==> src/rtl/simon_decrypt.sv <==
// Iterative SIMON32/64 decryption core: expands the 64-bit master key into a round-key store, then
// runs the inverse Feistel rounds in reverse key order. Optional key cache: SIMON_DEC_KEY_CACHE_EN.
module simon_decrypt #(
   parameter int          ROUNDS = 32,
   parameter logic [61:0] Z0     = 62'b11111010001001010110000111001101111101000100101011000011100110
) (
   input  logic        clk,
   input  logic        reset,
   input  logic        start,
   input  logic [63:0] key,
   input  logic [31:0] cipher_text,
   output logic [31:0] plain_text,
   output logic        done,
   output logic        busy
);

   localparam int IDX_W = $clog2(ROUNDS);
   localparam logic [IDX_W-1:0] FIRST_GEN = IDX_W'(4);
   localparam logic [IDX_W-1:0] LAST_IDX  = IDX_W'(ROUNDS - 1);

   typedef enum logic [1:0] {IDLE, KEYGEN, DEC, DONE} state_t;

   state_t           state;
   logic [15:0]      x;
   logic [15:0]      y;
   logic [IDX_W-1:0] idx;
   logic [15:0]      ks [ROUNDS];

   logic [15:0] gen_t;
   logic [15:0] gen_k;
   logic [15:0] y_new;
   logic        key_hit;

   function automatic logic [15:0] ror16(input logic [15:0] v, input int unsigned n);
      return (v >> n) | (v << (16 - n));
   endfunction

   function automatic logic [15:0] rol16(input logic [15:0] v, input int unsigned n);
      return (v << n) | (v >> (16 - n));
   endfunction

   function automatic logic [15:0] simon_f(input logic [15:0] v);
      return (rol16(v, 1) & rol16(v, 8)) ^ rol16(v, 2);
   endfunction

   // Element j of the z0 sequence sits at bit 61-j (leftmost character is element 0).
   function automatic logic z0_bit(input logic [IDX_W-1:0] i);
      int         j;
      logic [5:0] j6;
      j  = (int'(i) - 4) % 62;
      j6 = 6'(j);
      return Z0[6'd61 - j6];
   endfunction

   always_comb begin
      gen_t = ror16(ks[idx - IDX_W'(1)], 3) ^ ks[idx - IDX_W'(3)];
      gen_k = ~ks[idx - IDX_W'(4)] ^ gen_t ^ ror16(gen_t, 1) ^ {15'b0, z0_bit(idx)} ^ 16'h0003;
      y_new = x ^ simon_f(y) ^ ks[idx];
   end

`ifdef SIMON_DEC_KEY_CACHE_EN
   logic [63:0] cached_key;
   logic        cache_valid;
   assign key_hit = cache_valid && (key == cached_key);
`else
   assign key_hit = 1'b0;
`endif

   // Key store and cached key are pure data: no reset, contents qualified by state / cache_valid.
   always_ff @(posedge clk) begin
      if (state == IDLE && start) begin
         ks[0] <= key[15:0];
         ks[1] <= key[31:16];
         ks[2] <= key[47:32];
         ks[3] <= key[63:48];
`ifdef SIMON_DEC_KEY_CACHE_EN
         if (!key_hit)
            cached_key <= key;
`endif
      end else if (state == KEYGEN) begin
         ks[idx] <= gen_k;
      end
   end

   always_ff @(posedge clk or posedge reset) begin
      if (reset) begin
         state      <= IDLE;
         x          <= '0;
         y          <= '0;
         idx        <= '0;
         plain_text <= '0;
         done       <= 1'b0;
         busy       <= 1'b0;
`ifdef SIMON_DEC_KEY_CACHE_EN
         cache_valid <= 1'b0;
`endif
      end else begin
         case (state)
            IDLE: begin
               done <= 1'b0;
               if (start) begin
                  x    <= cipher_text[31:16];
                  y    <= cipher_text[15:0];
                  busy <= 1'b1;
                  if (key_hit) begin
                     idx   <= LAST_IDX;
                     state <= DEC;
                  end else begin
                     idx   <= FIRST_GEN;
                     state <= KEYGEN;
`ifdef SIMON_DEC_KEY_CACHE_EN
                     // Store is about to be overwritten; invalidate until expansion completes.
                     cache_valid <= 1'b0;
`endif
                  end
               end
            end
            KEYGEN: begin
               if (idx == LAST_IDX) begin
                  state <= DEC;
`ifdef SIMON_DEC_KEY_CACHE_EN
                  cache_valid <= 1'b1;
`endif
               end else begin
                  idx <= idx + IDX_W'(1);
               end
            end
            DEC: begin
               x   <= y;
               y   <= y_new;
               idx <= idx - IDX_W'(1);
               if (idx == '0) begin
                  plain_text <= {y, y_new};
                  done       <= 1'b1;
                  busy       <= 1'b0;
                  state      <= DONE;
               end
            end
            DONE: begin
               done  <= 1'b0;
               state <= IDLE;
            end
            default: state <= IDLE;
         endcase
      end
   end

endmodule

==> config.mk <==
export PLATFORM = sky130hd
export DESIGN_NAME = simon_decrypt
export DESIGN_NICKNAME = d
export VERILOG_FILES = /design/src/rtl/simon_decrypt.sv
export SDC_FILE = /design/constraint.sdc
export NUM_CORES = 1
export LEC_CHECK = 0
export CAP_MARGIN = 15
export CORE_ASPECT_RATIO = 1.75
export CORE_MARGIN = 2
export CORE_UTILIZATION = 50
export DETAILED_ROUTE_END_ITERATION = 10
export PLACE_DENSITY = 0.7
export SLEW_MARGIN = 15
export SYNTH_ARGS = -nofsm -noshare
export SYNTH_HDL_FRONTEND = slang
export SYNTH_SLANG_ARGS = --single-unit
==> constraint.sdc <==
create_clock -name clk -period 5.3 [get_ports clk]
set_clock_uncertainty 0.15 [all_clocks]
set_input_delay 0.795 -clock clk [delete_from_list [all_inputs] [get_ports clk]]
set_output_delay 0.795 -clock clk [all_outputs]
set_load 0.02 [all_outputs]
==> results.tsv, run 1 <==
stage	metric	value	unit
placed_design	dp_cells	3098	
logic_synthesis	synthTopCellsByArea	edfxtp_1 45%, mux4_2 28%, dfrtp_1 5.3%	
floorplan	fp.dieArea	0.07056	mm²
critical_path	arrival	5320	ps
logic_synthesis	yosysUniqueCellTypes	59	
logic_synthesis	syn-num-nets	2263	
logic_synthesis	synth_most_common_cell	edfxtp_1	
cells_and_area	nets	2382	
clock_network	clk_latency	640	ps
clock_network	clock_path_buffers	3	
route	drt-total-wl	116700	µm
global_route	grt_pass1_wl	166100	µm
sta	report.final.slew_viol_count	0	
floorplan	num_io_pins	133	
route	drc_errors	0	
sta	post-route-period-util	98.40	%
sta	min_period	5215	ps
sta	slew_headroom	18.95	%
worst_hold_path	worstHoldPathType	reg -> reg	
critical_path	crit_path_start_kind	flip-flop	
route	wire_per_inst	36.52	µm
sta	whs	337.1	ps
logic_synthesis	synth_top_cell_by_area	edfxtp_1	
critical_path	r2r-start	idx[0]	
sta	max_freq	191.7	MHz
floorplan	rows	126	
cells_and_area	instances_no_fill	3195	
sta	finalHoldViolCount	0	
logic_synthesis	postSynthAreaPerCell	16.00	µm²
critical_path	critPathKind	reg -> reg	
placed_design	io_buffers	132	
clock_network	root_buffer	clkbuf_16	
cells_and_area	fill_cells	5043	
floorplan	core-area	0.06763	mm²
logic_synthesis	synth_edf_count	512	
logic_synthesis	synth-seq-cells	585	
global_route	grt_pass1_vias	23623	
flow_run	drv_cap	0	
logic_synthesis	synth_top_area_share	44.98	%
outcome	status	finished clean	
cells_and_area	area_delta_synth_final	13.24	%
logic_synthesis	async_flop_share	12.48	%
floorplan	die_h	349.9	µm
critical_path	worstPathMaxFanout	47	
logic_synthesis	yosysSeqAreaShare	50.32	%
logic_synthesis	synth_top_flop_cell	edfxtp_1	
clock_network	numCtsBuffers	51	
global_route	antenna_found_initial	1	
route	via_per_inst	7.319	
placed_design	place_ws	264.5	ps
critical_path	critPathMaxStageDelay	600	ps
critical_path	crit_chain	inv_4 -> ha_1 -> xnor2_4 -> buf_12 -> buf_4 -> mux4_2 -> a22oi_1 -> a21oi_1 -> a21oi_2 -> xnor3_1 -> xnor2_2 -> clkinvlp_4	
critical_path	critPathRequiredTime	5410	ps
sta	setup_viol	0	
global_route	grt_usage	33.22	%
worst_hold_path	hp-start	plain_text[14]	
sta	timing.final.ws_setup	84.67	ps
floorplan	initial_core_util	50.54	%
route	dr_total_vias	23383	
floorplan	die_w	201.7	µm
sta	tightestPinTransition	1213	ps
placed_design	gp_congestion	0.9250	
logic_synthesis	ys_top_cells_by_count	512 x edfxtp_1, 431 x mux4_2, 224 x nand2_1	
sta	tns	0	ps
clock_network	htreeDepth	2	
cells_and_area	drive_gt1_share	32.11	%
placed_design	dpl.hpwl	76510	µm
clock_network	cts_hold_buffers	0	
logic_synthesis	yosysWarnings	0	
logic_synthesis	syn_inst	2137	
route	drt-initial-drc-count	3073	
global_route	grt_max_degree	142	
clock_network	cts_tree	yes	
critical_path	critPathCaptureType	flip-flop	
critical_path	critPathLaunch	idx[0]	
global_route	overflow	0	
clock_network	clkTransAtPathRegs	70	ps
clock_network	clkSinkCount	585	
critical_path	slowest_stage	dfrtp_4	
route	drtPass1Iterations	6	
logic_synthesis	syn_area	0.03418	mm²
route	ant_nets	0	
[repair_timing]
action | 4_1_cts | 5_1_grt
setup buffers | 0 | 0
resized for setup | 0 | 6
setup endpoints to repair | 0 | 140
[worst paths after layout]
kind                                        to  slack (ps)  cells after the start
max in group asynchronous        plain_text[9]        3490                      3
worst min register to register  plain_text[14]         340                      2
min in group asynchronous        plain_text[2]         540                      2
worst max register to register       ks[30][9]          80                     12
worst max-delay path                 ks[30][9]          80                     12
worst min-delay path            plain_text[14]         340                      2
[sequential cells by signal, summed over array words and instances (netlist names)]
signal and flops:
busy 1, state 2, plain_text 32, done 1, y 16, idx 5, x 16, ks 512
[through the flow]
stage	area (µm²)	utilization (%)
floorplan	34190	-
global placement	36910	54.58
detailed placement	36910	54.58
CTS	38670	57.18
global route	38710	57.24
finish	38710	57.24
[worst max-delay path, delay by kind of cell (launching register included)]
kind / cells / cell delay [ps]
xor+xnor: 3 / 1240
flops: 1 / 600
fa+ha+maj: 1 / 420
buf+inv: 4 / 1310
compound gates: 3 / 700
mux: 1 / 360
[routing by layer]
| metal | vias up | global-route usage (%) | routed length, µm |
|---|---|---|---|
| li1 | 9067 | - | - |
| met1 | 11761 | 36.91 | 34730 |
| met2 | 1933 | 55.36 | 56610 |
| met3 | 622 | 6.668 | 12960 |
| met4 | 0 | 27.54 | 12370 |
| met5 | - | 0 | 0 |
[placed cells by master, fill, tap and decap left out, types with 8 or more instances in the layout]
cell type / n
nor2_4: 11
clkdlybuf4s50_1: 132
nor2_1: 12
a221oi_1: 9
a311oi_1: 11
xnor2_1: 67
clkbuf_16: 51
mux2_2: 37
a211oi_1: 38
xor2_1: 19
buf_4: 89
dfrtp_1: 70
a31oi_1: 14
nand2_1: 224
a22o_1: 10
nor2b_1: 13
clkinvlp_4: 10
and2_1: 22
o21ai_0: 48
buf_12: 15
xnor3_1: 9
bufinv_16: 8
a22oi_1: 65
nand3_1: 19
ha_1: 25
nor2_2: 17
edfxtp_1: 512
o21ai_1: 74
mux4_2: 431
inv_1: 21
xnor2_2: 11
mux2i_1: 61
a21oi_1: 30
clkinv_2: 9
nand4_1: 14
[cells by family after synthesis]
logic type,synth area share (%)
compound gates,6.036
buf+inv,3.126
xor+xnor,3.426
mux,31.43
flops,50.32
fa+ha+maj,0.9882
simple gates,4.670
[area by class of cell]
cell class	instances	area [µm²]	area share, %
Sequential cell	585	17210	44.46
Multi-Input combinational cell	1350	16190	41.83
Timing Repair Buffer	236	2290	5.915
Clock buffer	53	1284	3.316
Tap cell	896	1121	2.896
Clock inverter	42	474.2	1.225
Inverter	31	130.1	0.3361
Timing Repair inverter	1	7.507	0.01939
Antenna cell	1	2.502	0.006464
Power of run 1 is not shown: default switching activity piles up to over one toggle a cycle in this logic, so the estimate is an artifact.
==> run 2: changes to the inputs <==
RECOVER_POWER = 25   (was default)
==> run 2 against run 1 <==
Net effect:
- the flow now finishes with violations (capacitance limit, slew limit)
- cell count barely moved
- fmax barely moved
- worst hold slack got worse by 6.6 ps
- first-iteration DRC count up 1.2%
- global-route usage is the same
==> results.tsv, run 2 (synthesis gave the netlist of run 1 again) <==
stage	metric	value	unit	change
floorplan	initial_core_util	50.54	%	unchanged
floorplan	core-area	0.06763	mm²	unchanged
floorplan	rows	126		unchanged
placed_design	dpl.hpwl	76510	µm	unchanged
placed_design	gp_congestion	0.9250		unchanged
outcome	violations	capacitance limit, slew limit		
critical_path	arrival	5320	ps	about the same
sta	setup_viol	0		unchanged
sta	max_freq	191.9	MHz	was 191.7 MHz
cells_and_area	regMostFlops	ks		unchanged
placed_design	io_buffers	132		unchanged
clock_network	cts_setup_buffers	0		unchanged
cells_and_area	reg.largest.list	ks x512, plain_text x32		unchanged
sta	finalHoldViolCount	0		unchanged
route	drt-total-wl	116600	µm	was 116700 µm
cells_and_area	instances_no_fill	3196		was 3195
clock_network	clkSinkCount	585		unchanged
flow_run	drv_cap	13		was 0
sta	tightestPinTransition	2485	ps	was 1213 ps
clock_network	clk_latency	640	ps	about the same
cells_and_area	final_cell_mix	512 x edfxtp_1, 431 x mux4_2, 224 x nand2_1		unchanged
route	drtPass1Iterations	5		was 6
route	via_per_inst	7.299		was 7.319
cells_and_area	mostFrequentLayoutCell	edfxtp_1		unchanged
sta	min_period	5211	ps	was 5215 ps
global_route	grt_pass1_wl	166100	µm	unchanged
cells_and_area	final_util	57.12	%	was 57.24%
cells_and_area	nets	2382		unchanged
critical_path	crit_path_start_kind	flip-flop		unchanged
global_route	grtUsageMet1	36.91	%	unchanged
cells_and_area	area_delta_synth_final	13.01	%	was 13.24%
global_route	grt_usage	33.22	%	unchanged
global_route	grt_pass1_vias	23623		unchanged
cells_and_area	largest_reg_flops	512		unchanged
global_route	grt_max_degree	142		unchanged
route	wire_per_inst	36.50	µm	was 36.52 µm
global_route	busiest_layer	met2		unchanged
clock_network	clock_path_buffers	3		unchanged
outcome	status	complete, but fails checks		was finished clean
sta	slew_headroom	-65.69	%	was 18.95%
global_route	grtUsageMet3	6.668	%	unchanged
sta	timing.final.ws_setup	88.51	ps	was 84.67 ps
cells_and_area	drive_gt1_share	31.11	%	was 32.11%
clock_network	cts_resized	0		unchanged
clock_network	cts_tree	yes		unchanged
placed_design	place_ws	264.5	ps	unchanged
worst_hold_path	worstHoldPathType	reg -> reg		unchanged
route	dr_total_vias	23328		was 23383
sta	report.final.slew_viol_count	308		was 0
critical_path	critPathKind	reg -> reg		unchanged
floorplan	fp.dieArea	0.07056	mm²	unchanged
floorplan	num_io_pins	133		unchanged
clock_network	clkTransAtPathRegs	70	ps	about the same
floorplan	die_w	201.7	µm	unchanged
clock_network	numCtsBuffers	51		unchanged
critical_path	worstPathMaxFanout	47		unchanged
global_route	antenna_found_initial	1		unchanged
critical_path	critPathCaptureType	flip-flop		unchanged
placed_design	dp_cells	3098		unchanged
route	drc_errors	0		unchanged
route	drt-initial-drc-count	3111		was 3073
global_route	overflow	0		unchanged
route	ant_nets	0		unchanged
clock_network	root_buffer	clkbuf_16		unchanged
global_route	met2_usage	55.36	%	unchanged
sta	post-route-period-util	98.33	%	was 98.40%
critical_path	critPathRequiredTime	5410	ps	about the same
clock_network	cts_hold_buffers	0		unchanged
clock_network	htreeDepth	2		unchanged
floorplan	die_h	349.9	µm	unchanged
-- run 2: cell types whose count changed in the layout (fill, tap and decap cells not counted), sizes merged --
cell           previous run  this run
buf                     104        91
clkbuf                   53        66
clkdlybuf4s50           132        97
diode                     1         2
dlygate4sd3               0        35
-- run 2: worst max-delay path, cell delays in order (launching register included) --
cell and delay (ps):
dfrtp_4 600, inv_4 130, ha_1 420, xnor2_4 170, buf_12 330, buf_4 380
mux4_2 360, a22oi_1 260, a21oi_1 140, a21oi_2 310, xnor3_1 500, xnor2_2 560
clkinvlp_4 470
-- run 2: routing by layer --
layer / part of all wire (%) / wire length, µm / up-vias
li1: - / - / 9078
met2: 49 / 57010 / 1879
met4: 10 / 11950 / 0
met5: 0 / 0 / -
met1: 30 / 35140 / 11765
met3: 11 / 12550 / 606
-- run 2: path summary, 6_finish.rpt --
| kind | end | start | slack [ps] | cells after the start |
|---|---|---|---|---|
| max reg2reg | ks[19][9] | idx[0] | 90 | 12 |
| max | ks[19][9] | idx[0] | 90 | 12 |
| min reg2reg | plain_text[13] | plain_text[13] | 330 | 2 |
| min | plain_text[13] | plain_text[13] | 330 | 2 |
| min in group asynchronous | plain_text[2] | reset | 980 | 2 |
| max in group asynchronous | plain_text[9] | reset | 1660 | 3 |
-- run 2: final cells by class --
class,instances,area (µm²)
clock inverter,42,474.2
fill,5070,29000
inverter,31,130.1
timing repair inverter,1,7.507
multi-input combinational,1350,16160
timing repair buffer,236,2242
antenna,2,5.005
sequential,585,17210
tap,896,1121
clock buffer,53,1284
-- run 2: stage by stage --
| step | hold slack, ps | instance area, µm² | setup TNS [ps] |
|---|---|---|---|
| 2_1_floorplan | 318.9 | 34190 | 0 |
| 3_3_place_gp | 313.1 | 36910 | 0 |
| 3_5_place_dp | 324.1 | 36910 | 0 |
| 4_1_cts | 340.0 | 38670 | 0 |
| 5_1_grt | 363.0 | 38630 | -298.7 |
| 6_report | 330.5 | 38630 | 0 |
Power of run 2 is left out for the same reason.
